## config.mk

```make
export PLATFORM = sky130hd
export DESIGN_NAME = fir_scan_rx
export DESIGN_NICKNAME = d
export VERILOG_FILES = /design/src/rtl/fir_scan_rx.sv
export SDC_FILE = /design/constraint.sdc
export NUM_CORES = 1
export LEC_CHECK = 0
export CORE_ASPECT_RATIO = 2
export CORE_UTILIZATION = 50
export DETAILED_ROUTE_END_ITERATION = 6
export PLACE_DENSITY = 0.79
export SLEW_MARGIN = 20
export SYNTH_ARGS = -nofsm -noshare
export SYNTH_HDL_FRONTEND = slang
export SYNTH_SLANG_ARGS = --single-unit
```

## constraint.sdc

```tcl
create_clock -name clk -period 4.36 [get_ports clk]
set_clock_uncertainty 0.2 [all_clocks]
set_input_delay 0.872 -clock clk [delete_from_list [all_inputs] [get_ports clk]]
set_output_delay 0.872 -clock clk [all_outputs]
set_load 0.005 [all_outputs]
```

## src/rtl/fir_scan_rx.sv

```systemverilog
// Serial scan-port receiver: drives scan_en, deserialises LSB-first W-bit words
// from the FIR scan chain and queues {word, tap index} in a small output FIFO.
module fir_scan_rx #(
    parameter int unsigned TAPS  = 256,
    parameter int unsigned M     = 8,
    parameter int unsigned W     = 26,
    parameter int unsigned LAT   = 1,
    parameter int unsigned DEPTH = 4
) (
    input  logic         clk,
    input  logic         rst_n,
    input  logic         start_i,
    input  logic         abort_i,
    output logic         scan_en_o,
    input  logic         scan_in_i,
    output logic [W-1:0] word_data_o,
    output logic [M-1:0] word_idx_o,
    output logic         word_valid_o,
    input  logic         word_ready_i,
    output logic         busy_o,
    output logic         done_o
);

    localparam int unsigned BCW = (W > 1) ? $clog2(W) : 1;
    localparam int unsigned LCW = (LAT > 1) ? $clog2(LAT) : 1;
    localparam int unsigned PW  = (DEPTH > 1) ? $clog2(DEPTH) : 1;
    localparam int unsigned CW  = $clog2(DEPTH + 1);

    typedef enum logic [2:0] {
        ST_IDLE,
        ST_LEAD,
        ST_SHIFT,
        ST_PAUSE,
        ST_DRAIN
    } state_e;

    state_e         state_q, state_d;
    logic [LCW-1:0] lead_q, lead_d;
    logic [BCW-1:0] bit_q, bit_d;
    logic [M-1:0]   idx_q, idx_d;
    logic [W-1:0]   sh_q, sh_d;
    logic           scan_en_q, scan_en_d;
    logic           busy_q, busy_d;
    logic           done_q, done_d;

    logic [W-1:0]   data_mem_q [DEPTH];
    logic [M-1:0]   idx_mem_q  [DEPTH];
    logic [PW-1:0]  wr_q, rd_q;
    logic [CW-1:0]  cnt_q, cnt_d;

    logic           word_complete;
    logic           push;
    logic           pop;
    logic [W-1:0]   push_word;

    function automatic logic [PW-1:0] ptr_inc(input logic [PW-1:0] p);
        return (p == PW'(DEPTH - 1)) ? '0 : p + PW'(1);
    endfunction

    // The bit sampled this cycle completes the word, so the push uses it directly.
    assign push_word     = {scan_in_i, sh_q[W-1:1]};
    assign word_complete = (state_q == ST_SHIFT) && (bit_q == BCW'(W - 1));
    assign push          = word_complete && !abort_i;
    assign pop           = (cnt_q != '0) && word_ready_i;
    assign cnt_d         = cnt_q + CW'(push) - CW'(pop);

    // Next-state and registered-output logic.
    always_comb begin
        state_d = state_q;
        lead_d  = lead_q;
        bit_d   = bit_q;
        idx_d   = idx_q;
        sh_d    = sh_q;
        done_d  = 1'b0;

        case (state_q)
            ST_IDLE: begin
                if (start_i) begin
                    state_d = ST_LEAD;
                    lead_d  = '0;
                    idx_d   = M'(TAPS - 1);
                end
            end
            ST_LEAD: begin
                if (lead_q == LCW'(LAT - 1)) begin
                    state_d = ST_SHIFT;
                    bit_d   = '0;
                end else begin
                    lead_d = lead_q + LCW'(1);
                end
            end
            ST_SHIFT: begin
                sh_d = push_word;
                if (word_complete) begin
                    bit_d = '0;
                    idx_d = idx_q - M'(1);
                    if (idx_q == '0) begin
                        state_d = ST_DRAIN;
                    end else if (cnt_d == CW'(DEPTH)) begin
                        state_d = ST_PAUSE;
                    end
                end else begin
                    bit_d = bit_q + BCW'(1);
                end
            end
            ST_PAUSE: begin
                if (cnt_q < CW'(DEPTH)) begin
                    state_d = ST_LEAD;
                    lead_d  = '0;
                end
            end
            ST_DRAIN: begin
                if (cnt_d == '0) begin
                    state_d = ST_IDLE;
                    done_d  = 1'b1;
                end
            end
            default: state_d = ST_IDLE;
        endcase

        if (abort_i) begin
            state_d = ST_IDLE;
            done_d  = 1'b0;
        end

        scan_en_d = (state_d == ST_LEAD) || (state_d == ST_SHIFT);
        busy_d    = (state_d != ST_IDLE);
    end

    // Control state register.
    always_ff @(posedge clk or negedge rst_n) begin
        if (!rst_n) begin
            state_q   <= ST_IDLE;
            lead_q    <= '0;
            bit_q     <= '0;
            idx_q     <= '0;
            sh_q      <= '0;
            scan_en_q <= 1'b0;
            busy_q    <= 1'b0;
            done_q    <= 1'b0;
        end else begin
            state_q   <= state_d;
            lead_q    <= lead_d;
            bit_q     <= bit_d;
            idx_q     <= idx_d;
            sh_q      <= sh_d;
            scan_en_q <= scan_en_d;
            busy_q    <= busy_d;
            done_q    <= done_d;
        end
    end

    // Output FIFO; abort flushes it by clearing the pointers and occupancy.
    always_ff @(posedge clk or negedge rst_n) begin
        if (!rst_n) begin
            wr_q  <= '0;
            rd_q  <= '0;
            cnt_q <= '0;
            for (int i = 0; i < int'(DEPTH); i++) begin
                data_mem_q[i] <= '0;
                idx_mem_q[i]  <= '0;
            end
        end else if (abort_i) begin
            wr_q  <= '0;
            rd_q  <= '0;
            cnt_q <= '0;
        end else begin
            if (push) begin
                data_mem_q[wr_q] <= push_word;
                idx_mem_q[wr_q]  <= idx_q;
                wr_q             <= ptr_inc(wr_q);
            end
            if (pop) begin
                rd_q <= ptr_inc(rd_q);
            end
            cnt_q <= cnt_d;
        end
    end

    assign scan_en_o    = scan_en_q;
    assign busy_o       = busy_q;
    assign done_o       = done_q;
    assign word_valid_o = (cnt_q != '0);
    assign word_data_o  = data_mem_q[rd_q];
    assign word_idx_o   = idx_mem_q[rd_q];

endmodule
```

# Word level (Yosys, flattened, before mapping)
# Index checks and enable logic that the tools add are counted.
dict set report classes {
  n_reduce_logical 20
  muxes 41
  n_addsub 7
  n_div 0
  n_shift 0
  eq_ne 14
  order_cmp 4
  n_bitwise 3
  mul 0
}
# operator count
set ops {}
lappend ops {{104-bit bitwise mux} 1}
lappend ops {{26-bit two-way mux} 3}
lappend ops {{26-bit binary-select mux with 2-bit select} 1}
lappend ops {{26-bit demux with 2-bit select} 1}
lappend ops {{8-bit two-way mux} 5}
lappend ops {{32-bit bitwise mux} 1}
lappend ops {{3-bit two-way mux} 9}
lappend ops {{8-bit binary-select mux with 2-bit select} 1}
lappend ops {{8-bit demux with 2-bit select} 1}
lappend ops {{8-bit one-hot mux with 2 select lines} 1}
lappend ops {{3-bit one-hot mux with 5 select lines} 1}
lappend ops {{2-bit two-way mux} 6}
lappend ops {{5-bit two-way mux} 2}
lappend ops {{5-bit one-hot mux with 2 select lines} 1}
lappend ops {{3-bit by 2-bit == test with 1-bit output (second input constant)} 3}
lappend ops {{3-bit nonzero test} 3}
lappend ops {{8-bit logical NOT} 1}
lappend ops {{2-bit != test (second input constant)} 4}
lappend ops {{2-bit nonzero test} 4}
lappend ops {{8-bit by 1-bit subtractor with 8-bit output (second input constant)} 1}
lappend ops {{3-bit by 1-bit == test with 1-bit output (second input constant)} 2}
lappend ops {{3-bit == test (second input constant)} 2}
lappend ops {{3-bit >= comparator (second input constant)} 2}
lappend ops {{3-bit logical NOT} 2}
lappend ops {{other kinds (18)} 31}
dict set report word_totals {
  latch_bits 0
  out_inout_bits 38
  regBits 189
  mem_count 0
  word_cells 108
  rom_bits 0
  inputBits 6
  ramBits 0
}

# Depth between registers and ports, before layout
# Gate-level depths: netlist of the first run.
dict set report logic_depth {
  ltp_word 13
  depth_mapped 14
  ltp_nobuf 14
}

# Least setup slack after synthesis of the first run
# Ideal clock, no wire load.
dict set report synth_timing {
  path_type {input to register}
  startpoint {input abort_i}
  endpoint {register scan_en_q, in the netlist scan_en_o}
  cell_stages 12
  setup_slack_ns 0.958
  setup_time_ns 0.133
  n_path_buf 1
  required_time_ns 4.027
  arrival_time_ns 3.069
  cell_sequence {clkbuf_1 -> nor3_4 -> inv_1 -> ha_1 -> inv_1 -> ha_1 -> inv_1 -> fa_1 -> nor2b_1 -> nor4b_1 -> a31oi_1 -> mux2i_1}
}
dict set report synth_via {
  elab_chain_cells 12
  elab_cells_between_ends 15
  cone_classes {add/sub (2); eq/ne (3); mux (6); reduce/logical (4)}
}
# item line_no
set synth_lines {}
lappend synth_lines {{from (decl)} 13} ;# input logic abort_i,
lappend synth_lines {{1-bit logical NOT} 63} ;# assign push = word_complete && !abort_i;
lappend synth_lines {{1-bit logical AND} 63}
lappend synth_lines {{3-bit by 1-bit adder with 3-bit output} 65} ;# assign cnt_d = cnt_q + CW'(push) - CW'(pop);
lappend synth_lines {{3-bit by 1-bit subtractor with 3-bit output} 65}
lappend synth_lines {{3-bit == test} 99} ;# end else if (cnt_d == CW'(DEPTH)) begin
lappend synth_lines {{3-bit two-way mux} 99}
lappend synth_lines {{3-bit two-way mux} 97} ;# if (idx_q == '0) begin
lappend synth_lines {{3-bit two-way mux} 94} ;# if (word_complete) begin
lappend synth_lines {{3-bit one-hot mux with 5 select lines} 76} ;# case (state_q)
lappend synth_lines {{3-bit two-way mux (*)} 121} ;# if (abort_i) begin
lappend synth_lines {{3-bit by 1-bit == test with 1-bit output / 3-bit by 2-bit == test with 1-bit output (equally long branches)} 126} ;# scan_en_d = (state_d == ST_LEAD) || (state_d == ST_SHIFT);
lappend synth_lines {{1-bit logical OR (*)} 126}
lappend synth_lines {{via scan_en_d} 42} ;# logic scan_en_q, scan_en_d;
lappend synth_lines {{to (signal assigned)} 147} ;# scan_en_q <= scan_en_d;
lappend synth_lines {{to (decl)} 42}
# Mark *: on every way through the listed nets, which the timed path passes. The rest lies on a longest branch.
# A chain may end at the register's enable or synchronous reset.

# Worst setup path after layout of the first run
dict set report layout_timing {
  startpoint {register rd_q[0]}
  endpoint {output word_idx_o[3]}
}
dict set report layout_via {
  elab_chain_cells 4
}
# item line_no
set layout_lines {}
lappend layout_lines {{from (decl)} 48} ;# logic [PW-1:0] wr_q, rd_q;
lappend layout_lines {{from (signal assigned)} 174} ;# rd_q <= ptr_inc(rd_q);
lappend layout_lines {{2-bit inverter with 3-bit output (not written as such)} 185} ;# assign word_idx_o = idx_mem_q[rd_q];
lappend layout_lines {{8-bit binary-select mux with 2-bit select} 185}
lappend layout_lines {{8-bit two-way mux (not written as such) (2 in a row)} 185}
lappend layout_lines {{to (decl)} 17} ;# output logic [M-1:0] word_idx_o,
# No other way between the ends. The select of a mux whose other input is x is not followed.

==> results of run 1 <==
layout make-up:
type / count / area share [%]
multi-input combinational: 363 / 38.8
clock inverter: 14 / 1.62
sequential: 187 / 47.0
inverter: 12 / 0.452
tap: 213 / 2.67
timing repair buffer: 51 / 5.06
clock buffer: 18 / 4.41
through the flow:
stage	instances	total power [mW]
after global routing	858	4.07
after floorplan	599	2.21
after global placement	826	2.35
after CTS	858	3.95
final	858	3.92
after detailed placement	826	2.37
logic make-up after synthesis:
| family | after synthesis | share of synthesized area (%) |
|---|---|---|
| AO/OA/AOI/OAI | 35 | 2.51 |
| XOR/XNOR | 2 | 0.347 |
| adder cells (fa/ha/maj) | 12 | 1.75 |
| buffers and inverters | 49 | 5.15 |
| flip-flops | 187 | 52.0 |
| multiplexers | 173 | 30.9 |
| AND/OR/NAND/NOR | 141 | 7.42 |
cell usage in the layout, fill, tap and decap left out, types with 11 or more instances in the layout:
master / n
mux2_4: 120
mux4_2: 34
clkbuf_16: 17
nand3_1: 14
inv_1: 12
mux2_2: 17
nand2_1: 86
clkdlybuf4s50_1: 42
ha_1: 11
dfrtp_1: 186
registers in the layout, indices dropped and copies added (netlist names):
| signal | flops |
|---|---|
| data_mem_q | 104 |
| idx_mem_q | 32 |
| sh_q | 25 |
| idx_q | 8 |
| bit_q | 5 |
| cnt_q | 3 |
| state_q | 3 |
| rd_q | 2 |
| wr_q | 2 |
| busy_o | 1 |
| done_o | 1 |
| scan_en_o | 1 |
report_power, final:
part	switching [mW]	total, mW	internal, mW
sequential	0.146	1.94	1.80
clock	0.711	1.59	0.874
combinational	0.196	0.389	0.193
total	1.05	3.92	2.86
routing by layer:
| metal | share of wire (%) | global-route usage (%) | vias up |
|---|---|---|---|
| met1 | 40 | 24.0 | 2694 |
| met2 | 54 | 37.8 | 93 |
| met4 | 2.7 | 8.50 | 0 |
| met5 | 0 | 0 | - |
| li1 | - | - | 2193 |
| met3 | 3.4 | 4.77 | 34 |
final timing paths:
kind	end	start	cells after the start	slack (ns)
worst max-delay path	word_idx_o[3]	rd_q[0]	3	0.49
worst min-delay path	data_mem_q[32]	data_mem_q[32]	1	0.30
worst max register to register	scan_en_o	bit_q[1]	14	0.71
worst min register to register	data_mem_q[32]	data_mem_q[32]	1	0.30
max in group asynchronous	data_mem_q[95]	rst_n	2	2.71
min in group asynchronous	idx_mem_q[21]	rst_n	1	0.32
==> flow_summary_export.csv, run 1 <==
group,metric,value,unit
power,p_leak,4.65,nW
floorplan,die-area,0.0186,mm2
cts,clkTransAtPathRegs,0.07,ns
place,port_buffers,43,
timing,rsz0062_at_grt,"no",
place,place_congestion,0.824,
routing,drt.antenna.violating_nets,0,
run_status,outcome,"finished clean",
cts,clk_root_buffer_cell,"clkbuf_16",
setup_path,cpLargestDelayFamily,"flip-flops",
setup_path,cpMaxStageDelayCell,"dfrtp_2",
floorplan,coreArea,0.0177,mm2
final_layout,insertedDiodeCount,0,
routing,num_vias,5014,
setup_path,crit_path_end_kind,"primary output",
routing,via_per_inst,5.84,
timing,tns,0,ns
timing,hold_viol_final,0,
logic_synthesis,synth.most_common_cell,"dfrtp_1",
setup_path,slowest_delay,1.01,ns
final_layout,final_nets,650,
place,place_area,0.00936,mm2
routing,drc_errors,0,
cts,numCtsBuffers,17,
floorplan,die-width,96.9,um
logic_synthesis,syn_area_per_cell,15.0,um2
setup_path,cp_max_fo,27,
floorplan,num_rows,69,
timing,fmax,258,MHz
setup_path,cp-start-kind,"flip-flop",
cts,post_cts_resized,0,
cts,cts.sinks,187,
global_routing,antenna_found_initial,0,
logic_synthesis,synth.distinct_cells,45,
final_layout,multi_input_area,0.00387,mm2
place,place_ws,0.372,ns
setup_path,crit_chain,"buf_4 > mux4_2 > clkdlybuf4s50_1",
floorplan,dieHeight,192,um
logic_synthesis,synthesis.nets,617,
routing,firstDrtPassIters,4,
timing,slew_headroom,33.4,%
timing,worst_hold_slack,0.304,ns
logic_synthesis,ys_top_cells_by_area,"dfrtp_1 52%, mux2_4 20%, mux4_2 8.5%",
timing,finalSetupViolations,0,
timing,final.min_clock_period,3.87,ns
job,drv_cap,0,
routing,wl,17900,um
logic_synthesis,synth-edff-count,0,
timing,tightest_slew,0.998,ns
final_layout,nFillCells,1304,
logic_synthesis,ys_seq_area_share,52.0,%
timing,slew_viol_final,0,
place,dpl.hpwl,11200,um
power,irDropWorstVdd,0.000382,V
global_routing,grt_max_degree,106,
setup_path,cp_data_required_time,3.29,ns
logic_synthesis,synthCells,599,
global_routing,gr-usage-all-layers,21.0,%
logic_synthesis,synth-main-ff-cell,"dfrtp_1",
timing,min_period_over_period,88.8,%
setup_path,path_class,"reg2out",
cts,cts_tree,"done",
setup_path,cp.buffers_inverters,2,
logic_synthesis,ys_ff_latch,187,
routing,wl_per_cell,20.8,um
logic_synthesis,synthArstFlopShare,100,%
global_routing,grt_pass1_wl,30300,um
cts,ctsLongestPathBuffers,2,
cts,clock_latency,0.44,ns
global_routing,overflow,0,
final_layout,drive_above_1_share,34.6,%
final_layout,regArea,0.00468,mm2
logic_synthesis,ys_warn_count,0,
cts,post_cts_buffers,0,
final_layout,stdcell_area,0.00996,mm2
power,p_per_area,393,mW/mm2
worst_hold_path,min_path_type,"reg2reg",
logic_synthesis,synth_top_area_cell,"dfrtp_1",
logic_synthesis,yosys.area.top_type_share,52.0,%
cts,htree_num_levels,4,
logic_synthesis,syn_area,0.00901,mm2
final_layout,areaGrowthSynthToFinish,10.6,%
floorplan,ios,44,
setup_path,cp.arrival,2.80,ns
routing,drt_iter0_markers,266,
timing,layout_setup_ws,0.487,ns
global_routing,grt_pass1_vias,5672,
final_layout,final_util,56.3,%
floorplan,start_util,50.9,%
logic_synthesis,synth_common_cells,"187 x dfrtp_1, 120 x mux2_4, 86 x nand2_1",
cts,cts_hold_buf,0,
Note: power is estimated with default switching activity, not from simulation.
==> run 2: changes to the inputs <==
--- a/config.mk
+++ b/config.mk
@@ -8,7 +8,8 @@
 export CORE_ASPECT_RATIO = 2
 export CORE_UTILIZATION = 50
 export DETAILED_ROUTE_END_ITERATION = 6
-export PLACE_DENSITY = 0.79
+export MAX_ROUTING_LAYER = met4
+export PLACE_DENSITY = 0.68
 export SLEW_MARGIN = 20
 export SYNTH_ARGS = -nofsm -noshare
 export SYNTH_HDL_FRONTEND = slang
==> flow_summary_export.csv, run 2 (synthesis gave the netlist of run 1 again) <==
group,metric,value,unit
timing,min_period_over_period,83.4,%
routing,drt.antenna.violating_nets,0,
setup_path,path_class,"reg2reg",
final_layout,drive_above_1_share,34.2,%
routing,dr_wl_met3,486,um
floorplan,start_util,50.9,%
cts,htree_num_levels,4,
routing,num_vias,4907,
cts,post_cts_buffers,0,
power,total_power,4.02,mW
final_layout,top_register,"data_mem_q",
timing,slew_headroom,34.9,%
place,placed_cells,827,
routing,wl,17600,um
routing,wl_per_cell,20.5,um
routing,drt_iter0_markers,195,
timing,worst_hold_slack,0.307,ns
global_routing,grt_pass1_vias,5541,
routing,top_layer_used,"met4",
timing,slew_viol_final,0,
setup_path,crit_path_end_kind,"flip-flop",
routing,drc_errors,0,
routing,wl_met1,7350,um
cts,clk_root_buffer_cell,"clkbuf_16",
place,dpl.hpwl,10700,um
place,place_congestion,0.816,
cts,clock_latency,0.43,ns
timing,finalSetupViolations,0,
setup_path,cpLargestDelayFamily,"simple AND/OR/NAND/NOR gates",
power,irDropWorstVdd,0.000322,V
worst_hold_path,min_path_type,"reg2reg",
setup_path,cp.arrival,3.79,ns
timing,final.min_clock_period,3.64,ns
final_layout,largest_reg_flops,104,
setup_path,path_common_cell,"inv_1",
setup_path,cpMaxStageDelayCell,"dfrtp_1",
routing,firstDrtPassIters,4,
setup_path,cp-start-kind,"flip-flop",
floorplan,die-width,96.9,um
global_routing,grt_max_degree,105,
setup_path,cp_data_required_time,4.51,ns
cts,ctsLongestPathBuffers,2,
power,p_per_area,402,mW/mm2
floorplan,coreArea,0.0177,mm2
setup_path,cp_max_fo,18,
routing,via_per_inst,5.71,
setup_path,cp.buffers_inverters,3,
cts,clkTransAtPathRegs,0.07,ns
cts,post_cts_resized,0,
power,p_leak,4.66,nW
global_routing,overflow,0,
final_layout,fin_cells,859,
timing,fmax,275,MHz
floorplan,ios,44,
cts,cts_tree,"done",
final_layout,final_common_cell,"dfrtp_1",
timing,tightest_slew,0.977,ns
final_layout,final_util,56.5,%
global_routing,grt_pass1_wl,29400,um
final_layout,final_nets,651,
floorplan,num_rows,69,
run_status,outcome,"finished clean",
final_layout,layout_common_cells,"186 x dfrtp_1, 120 x mux2_4, 86 x nand2_1",
timing,rsz0062_at_grt,"no",
final_layout,top_regs,"data_mem_q: 104 flops, idx_mem_q: 32 flops, sh_q: 25 flops",
final_layout,areaGrowthSynthToFinish,11.0,%
global_routing,gr-usage-all-layers,21.0,%
place,port_buffers,43,
timing,tns,0,ns
setup_path,slowest_delay,0.57,ns
floorplan,dieHeight,192,um
setup_path,crit_chain,"or3b_1 > nor3_4 > inv_1 > ha_1 > inv_1 > ha_1 > inv_1 > fa_1 > nor2b_1 > nor4b_1 > a31oi_1 > a31oi_1",
cts,cts.sinks,187,
cts,numCtsBuffers,17,
cts,cts_hold_buf,0,
final_layout,insertedDiodeCount,0,
routing,wl_met2,9390,um
floorplan,die-area,0.0186,mm2
timing,hold_viol_final,0,
global_routing,antenna_found_initial,0,
job,drv_cap,0,
[run 2: metrics by stage]
stage	instance area, um2	setup WS (ns)
2_1_floorplan	9010	0.958
3_3_place_gp	9360	0.481
3_5_place_dp	9360	0.441
4_1_cts	10000	0.718
5_1_grt	10000	0.463
6_report	10000	0.722
[run 2: layer usage]
metal  up-vias  track usage (%)
met3        31             3.86
met1      2606             24.4
met2        75             36.2
met4         0             7.75
met5         -                -
li1       2195                -
[run 2: layout make-up]
class,instances,area (um2)
Clock buffer,23,478
Multi-Input combinational cell,363,3870
Clock inverter,9,161
Inverter,12,45.0
Tap cell,213,267
Fill cell,1349,7700
Timing Repair Buffer,52,499
Sequential cell,187,4680
[run 2: worst paths after layout]
check                         startpoint              to  slack [ns]  cells past startpoint
max                           state_q[0]          busy_o        0.72                     12
max reg2reg                   state_q[0]          busy_o        0.72                     12
max in group asynchronous          rst_n  data_mem_q[98]        2.63                      2
min in group asynchronous          rst_n    idx_mem_q[6]        0.33                      1
min reg2reg                idx_mem_q[11]   idx_mem_q[11]        0.31                      1
min                        idx_mem_q[11]   idx_mem_q[11]        0.31                      1
[run 2: power breakdown]
| part | leakage, nW | total [mW] | switching, mW | internal (mW) |
|---|---|---|---|---|
| Combinational | 1.80 | 0.442 | 0.250 | 0.193 |
| Clock | 0.304 | 1.69 | 0.674 | 1.01 |
| Sequential | 2.56 | 1.90 | 0.0960 | 1.80 |
| Total | 4.66 | 4.02 | 1.02 | 3.00 |
==> run 3: changes to the inputs <==
--- a/config.mk
+++ b/config.mk
@@ -9,7 +9,7 @@
 export CORE_UTILIZATION = 50
 export DETAILED_ROUTE_END_ITERATION = 6
 export MAX_ROUTING_LAYER = met4
-export PLACE_DENSITY = 0.68
+export PLACE_DENSITY = 0.71
 export SLEW_MARGIN = 20
 export SYNTH_ARGS = -nofsm -noshare
 export SYNTH_HDL_FRONTEND = slang
==> constraint.sdc (replaced) <==
create_clock -name clk -period 3 [get_ports clk]
set_clock_uncertainty 0.2 [all_clocks]
set_input_delay 0.6 -clock clk [delete_from_list [all_inputs] [get_ports clk]]
set_output_delay 0.6 -clock clk [all_outputs]
set_load 0.005 [all_outputs]
==> flow_summary_export.csv, run 3 (synthesis gave the netlist of run 1 again) <==
group,metric,value,unit
run_status,outcome,"finished with violations",
run_status,violations,"setup timing",
final_layout,final_util,59.0,%
cts,cts.sinks,187,
timing,tightest_slew,0.657,ns
power,p_leak,5.04,nW
timing,hold_viol_final,0,
global_routing,met1_usage,24.6,%
cts,clock_latency,0.43,ns
power,total_power,5.93,mW
routing,via_per_inst,5.67,
global_routing,gr-usage-all-layers,22.1,%
timing,rsz0062_at_grt,"yes",
setup_path,cp-start-kind,"flip-flop",
setup_path,cpMaxStageDelayCell,"fa_1",
routing,wl,18600,um
final_layout,drive_above_1_share,38.8,%
setup_path,cp_max_fo,3,
final_layout,multi_input_area,0.00390,mm2
final_layout,final_nets,688,
place,port_buffers,43,
final_layout,top_register,"data_mem_q",
global_routing,antenna_found_initial,0,
global_routing,grt_pass1_vias,5813,
timing,fmax,316,MHz
global_routing,grt_max_degree,69,
timing,slew_viol_final,0,
final_layout,largest_reg_flops,104,
global_routing,grt_pass1_wl,30900,um
cts,ctsLongestPathBuffers,2,
routing,drc_errors,0,
final_layout,areaGrowthSynthToFinish,16.0,%
floorplan,die-area,0.0186,mm2
cts,numCtsBuffers,17,
setup_path,crit_path_end_kind,"flip-flop",
cts,clkTransAtPathRegs,0.07,ns
routing,wl_per_cell,20.7,um
floorplan,die-width,96.9,um
place,placed_cells,854,
timing,final.min_clock_period,3.16,ns
final_layout,final_common_cell,"dfrtp_1",
setup_path,path_class,"reg2reg",
place,place_area,0.00969,mm2
global_routing,use_met2,38.2,%
power,irDropWorstVdd,0.000445,V
timing,layout_setup_ws,-0.162,ns
place,place_congestion,0.875,
timing,min_period_over_period,105,%
setup_path,slowest_delay,0.50,ns
cts,clk_root_buffer_cell,"clkbuf_16",
floorplan,dieHeight,192,um
floorplan,start_util,50.9,%
cts,htree_num_levels,4,
floorplan,ios,44,
final_layout,regArea,0.00468,mm2
global_routing,grt.busiest_layer,"met2",
final_layout,fin_cells,896,
worst_hold_path,min_path_type,"reg2reg",
routing,drt_iter0_markers,228,
floorplan,num_rows,69,
final_layout,top_regs,"data_mem_q: 104 flops, idx_mem_q: 32 flops, sh_q: 25 flops",
final_layout,insertedDiodeCount,0,
timing,slew_headroom,56.2,%
place,dpl.hpwl,12100,um
cts,cts_tree,"done",
setup_path,cp.arrival,3.27,ns
final_layout,nFillCells,1295,
timing,worst_hold_slack,0.306,ns
global_routing,met3_usage,4.26,%
setup_path,crit_chain,"or3b_4 > nor3_4 > inv_1 > ha_1 > inv_1 > ha_1 > inv_1 > fa_1 > nor2b_4 > nor4b_4 > a31oi_2 > mux2i_1",
final_layout,stdcell_area,0.0105,mm2
setup_path,path_common_cell,"inv_1",
routing,drt.antenna.violating_nets,0,
global_routing,overflow,0,
setup_path,crit_start,"state_q[0]",
floorplan,coreArea,0.0177,mm2
timing,finalSetupViolations,4,
job,drv_cap,0,
setup_path,cp_data_required_time,3.11,ns
final_layout,layout_common_cells,"186 x dfrtp_1, 120 x mux2_4, 86 x nand2_1",
setup_path,r2r-start,"state_q[0]",
power,p_per_area,568,mW/mm2
routing,firstDrtPassIters,4,
worst_hold_path,min_from,"idx_mem_q[3]",
routing,num_vias,5080,
## run 3: cell count changes in the layout (fill, tap and decap cells not counted), sizes merged
cell | previous run | this run
clkbuf | 23 | 22
clkinv | 2 | 6
dlymetal6s2s | 0 | 8
buf | 10 | 45
dlygate4sd3 | 0 | 1
clkdlybuf4s50 | 42 | 34
bufinv | 4 | 2
## run 3: layout make-up
class	count	area share, %
timing repair buffer	89	9.05
sequential	187	44.8
clock buffer	21	4.50
tap	213	2.55
inverter	12	0.431
multi-input combinational	363	37.3
clock inverter	11	1.31
## run 3: repair_timing
| action | 4_1_cts | 5_1_grt |
|---|---|---|
| resized for setup | 5 | 10 |
| hold endpoints to repair | 41 | 0 |
| pin swaps | 1 | 4 |
| buffers inserted | 7 | 1 |
| hold buffers | 1 | 0 |
| endpoints found under the setup margin | 30 | 10 |
| cloned | 0 | 1 |
## run 3: where the power goes
part           internal (mW)  leakage (nW)  total [mW]  switching [mW]
logic                  0.453          2.20       0.883           0.430
registers               2.62          2.56        2.75           0.137
clock network           1.31         0.290        2.30           0.989
total                   4.38          5.04        5.93            1.56
## run 3: worst paths after layout
| check | to | slack [ns] | cells after the start |
|---|---|---|---|
| setup / recovery | scan_en_o | -0.16 | 12 |
| hold / removal | idx_mem_q[3] | 0.31 | 1 |
| setup reg to reg | scan_en_o | -0.16 | 12 |
| hold reg to reg | idx_mem_q[3] | 0.31 | 1 |
| max in group asynchronous | sh_q[1] | 1.35 | 3 |
| min in group asynchronous | idx_mem_q[19] | 0.53 | 2 |
## run 3: metal layers
layer	up-vias	routed length (um)
met5	-	0
met4	0	630
met3	38	439
met2	81	9990
met1	2691	7500
li1	2270	-
## run 3: stage by stage
step / TNS (ns) / worst slack (ns)
floorplan: -0.468 / -0.191
global placement: -1.32 / -0.398
detailed placement: -1.69 / -0.463
CTS: -0.237 / -0.0981
global route: -0.988 / -0.300
finish: -0.423 / -0.162
## run 3: worst max-delay path, delay by kind of cell, from the launching register on
family	cells	cell delay (ns)
flops	1	0.41
simple gates	4	1.02
fa+ha+maj	3	0.91
mux	1	0.16
buf+inv	3	0.18
compound gates	1	0.15
==> edit (config.mk and constraints of run 3) <==
`sh_q` no longer has a reset.
--- a/src/rtl/fir_scan_rx.sv
+++ b/src/rtl/fir_scan_rx.sv
@@ -135,5 +135,4 @@
             bit_q     <= '0;
             idx_q     <= '0;
-            sh_q      <= '0;
             scan_en_q <= 1'b0;
             busy_q    <= 1'b0;
@@ -144,9 +143,12 @@
             bit_q     <= bit_d;
             idx_q     <= idx_d;
-            sh_q      <= sh_d;
             scan_en_q <= scan_en_d;
             busy_q    <= busy_d;
             done_q    <= done_d;
         end
+    end
+
+    always_ff @(posedge clk) begin
+        sh_q <= sh_d;
     end
 
Formal check against the unedited RTL: same outputs for any inputs over 10 cycles, from zero or initial values and one cycle with rst_n low; that may be too few to reach the edited logic, so the function may still have changed.
==> edit against run 3 <==
Maximum frequency decreased by 0.16%; sequential cell count unchanged; critical path depth increased by 2; global-route usage decreased by 0.084 points; die area decreased by 8.2%; design area decreased by 6.8%; total power about the same; the flow finishes with violations (hold timing, setup timing); synthesized cell count decreased by 15%; wire length decreased by 11%; synthesized area decreased by 8.3%; worst setup slack got worse by 5.0 ps.
==> edit: results (changes against run 3) <==
| Metric | Value |
|---|---|
| Status | finished with violations |
| Failing checks | hold timing, setup timing |
| Min-Delay Path Class | in -> async |
| DR pass1 iterations | 5 (+1) |
| CP peak stage delay | 530 ps (+30 ps) |
| Final setup violation count | 4 (unchanged) |
| CTS buffer count | 17 (unchanged) |
| Post-synth top cells | dfrtp_1 (162), mux2_2 (127), mux4_2 (34) |
| Register area share after synthesis | 0.582 (+0.0622) |
| DRT iter0 DRCs | 232 (+1.8%) |
| Ys async rst share | 0.866 (-0.134) |
| Synthesized area per cell | 16.2 sq um (+7.5%) |
| Vias | 4582 (-9.8%) |
| Vias in the first global route | 5077 (-13%) |
| RePlAce Congestion | 0.741 (-15%) |
| Largest net degree at the start of global routing | 75 (+8.7%) |
| # nets final | 602 (-13%) |
| WHS | -29.1 ps (-335 ps) |
| Final worst setup slack | -167 ps (-4.97 ps) |
| Static leakage | 4.50 nW (-11%) |
| Crit path DAT | 3310 ps (+40 ps) |
| Tot GR Track Use | 0.220 (-0.000837) |
| Number of enable flip-flop cells after synthesis | 25 (+25) |
| Max VDD drop | 0.593 mV (+33%) |
| Crit-path slowest cell | fa_2 |
| Final hold violation count | 8 (+8) |
| Layout cells sized above 1 | 0.425 (+0.0375) |
| Placed Cells | 761 (-11%) |
| Net count after synthesis | 529 (-14%) |
| Post-detail-place hpwl | 10500 um (-13%) |
| Vias per inst | 5.72 (+0.89%) |
| First-pass GRT wire length | 26900 um (-13%) |
| Ranking of synthesized cells by area | dfrtp_1 (49%), mux2_2 (17%), mux4_2 (9.3%) |
| Final wirelength | 16500 um (-11%) |
==> edit: layout make-up <==
class                           count  area, sq um
Clock inverter                     11          146
Clock buffer                       21          460
Multi-Input combinational cell    281         3150
Sequential cell                   187         4810
Timing Repair Buffer               84          875
Fill cell                        1281         6450
Inverter                           13         48.8
Tap cell                          204          255
==> edit: through the flow <==
| step | setup slack [ps] | power [mW] | TNS (ps) | area [sq um] |
|---|---|---|---|---|
| after floorplan | -74.6 | 3.13 | -104 | 8270 |
| after global placement | -430 | 3.44 | -1500 | 8940 |
| after detailed placement | -523 | 3.47 | -2090 | 8940 |
| after CTS | -167 | 5.93 | -656 | 9670 |
| after global routing | -324 | 6.18 | -1120 | 9740 |
| final | -167 | 5.93 | -398 | 9740 |
==> edit: cell families after synthesis <==
logic type | after synthesis | share of synthesized area
buf+inv | 43 | 0.0482
compound gates | 30 | 0.0212
simple gates | 64 | 0.0444
fa+ha+maj | 12 | 0.0191
flops | 187 | 0.582
xor+xnor | 4 | 0.00591
mux | 171 | 0.279
==> edit: metal layers <==
metal,up-vias,wire length (um),GRT usage
met4,0,504,0.0960
met1,2433,6130,0.247
met2,91,9450,0.380
met3,39,422,0.0380
met5,-,0,-
li1,2019,-,-
==> edit: power breakdown <==
| group | total (mW) | leakage (nW) | switching (mW) | internal [mW] |
|---|---|---|---|---|
| Clock | 2.29 | 0.293 | 0.940 | 1.35 |
| Combinational | 0.958 | 1.77 | 0.441 | 0.518 |
| Sequential | 2.68 | 2.44 | 0.0459 | 2.63 |
| Total | 5.93 | 4.50 | 1.43 | 4.50 |
==> edit: path summary, 6_finish.rpt <==
kind / startpoint / endpoint / cells past startpoint
hold / removal: rst_n / idx_mem_q[10] / 1
min in group clk: idx_mem_q[27] / idx_mem_q[27] / 1
setup / recovery: bit_q[1] / busy_o / 14
hold reg to reg: idx_mem_q[27] / idx_mem_q[27] / 1
max in group asynchronous: rst_n / data_mem_q[7] / 2
setup reg to reg: bit_q[1] / busy_o / 14
==> edit: timing repair <==
| action | 4_1_cts | 5_1_grt |
|---|---|---|
| gates cloned | 1 | 0 |
| buffers inserted | 6 | 1 |
| setup endpoints to repair | 32 | 8 |
| pin swaps | 5 | 9 |
| gates resized for setup | 13 | 15 |
==> edit: worst max-delay path: cells and delay by family (launching register included) <==
kind	cells	cell delay, ps
AND/OR/NAND/NOR	4	860
buffers and inverters	4	220
adder cells (fa/ha/maj)	4	1040
flip-flops	1	380
AO/OA/AOI/OAI	2	370
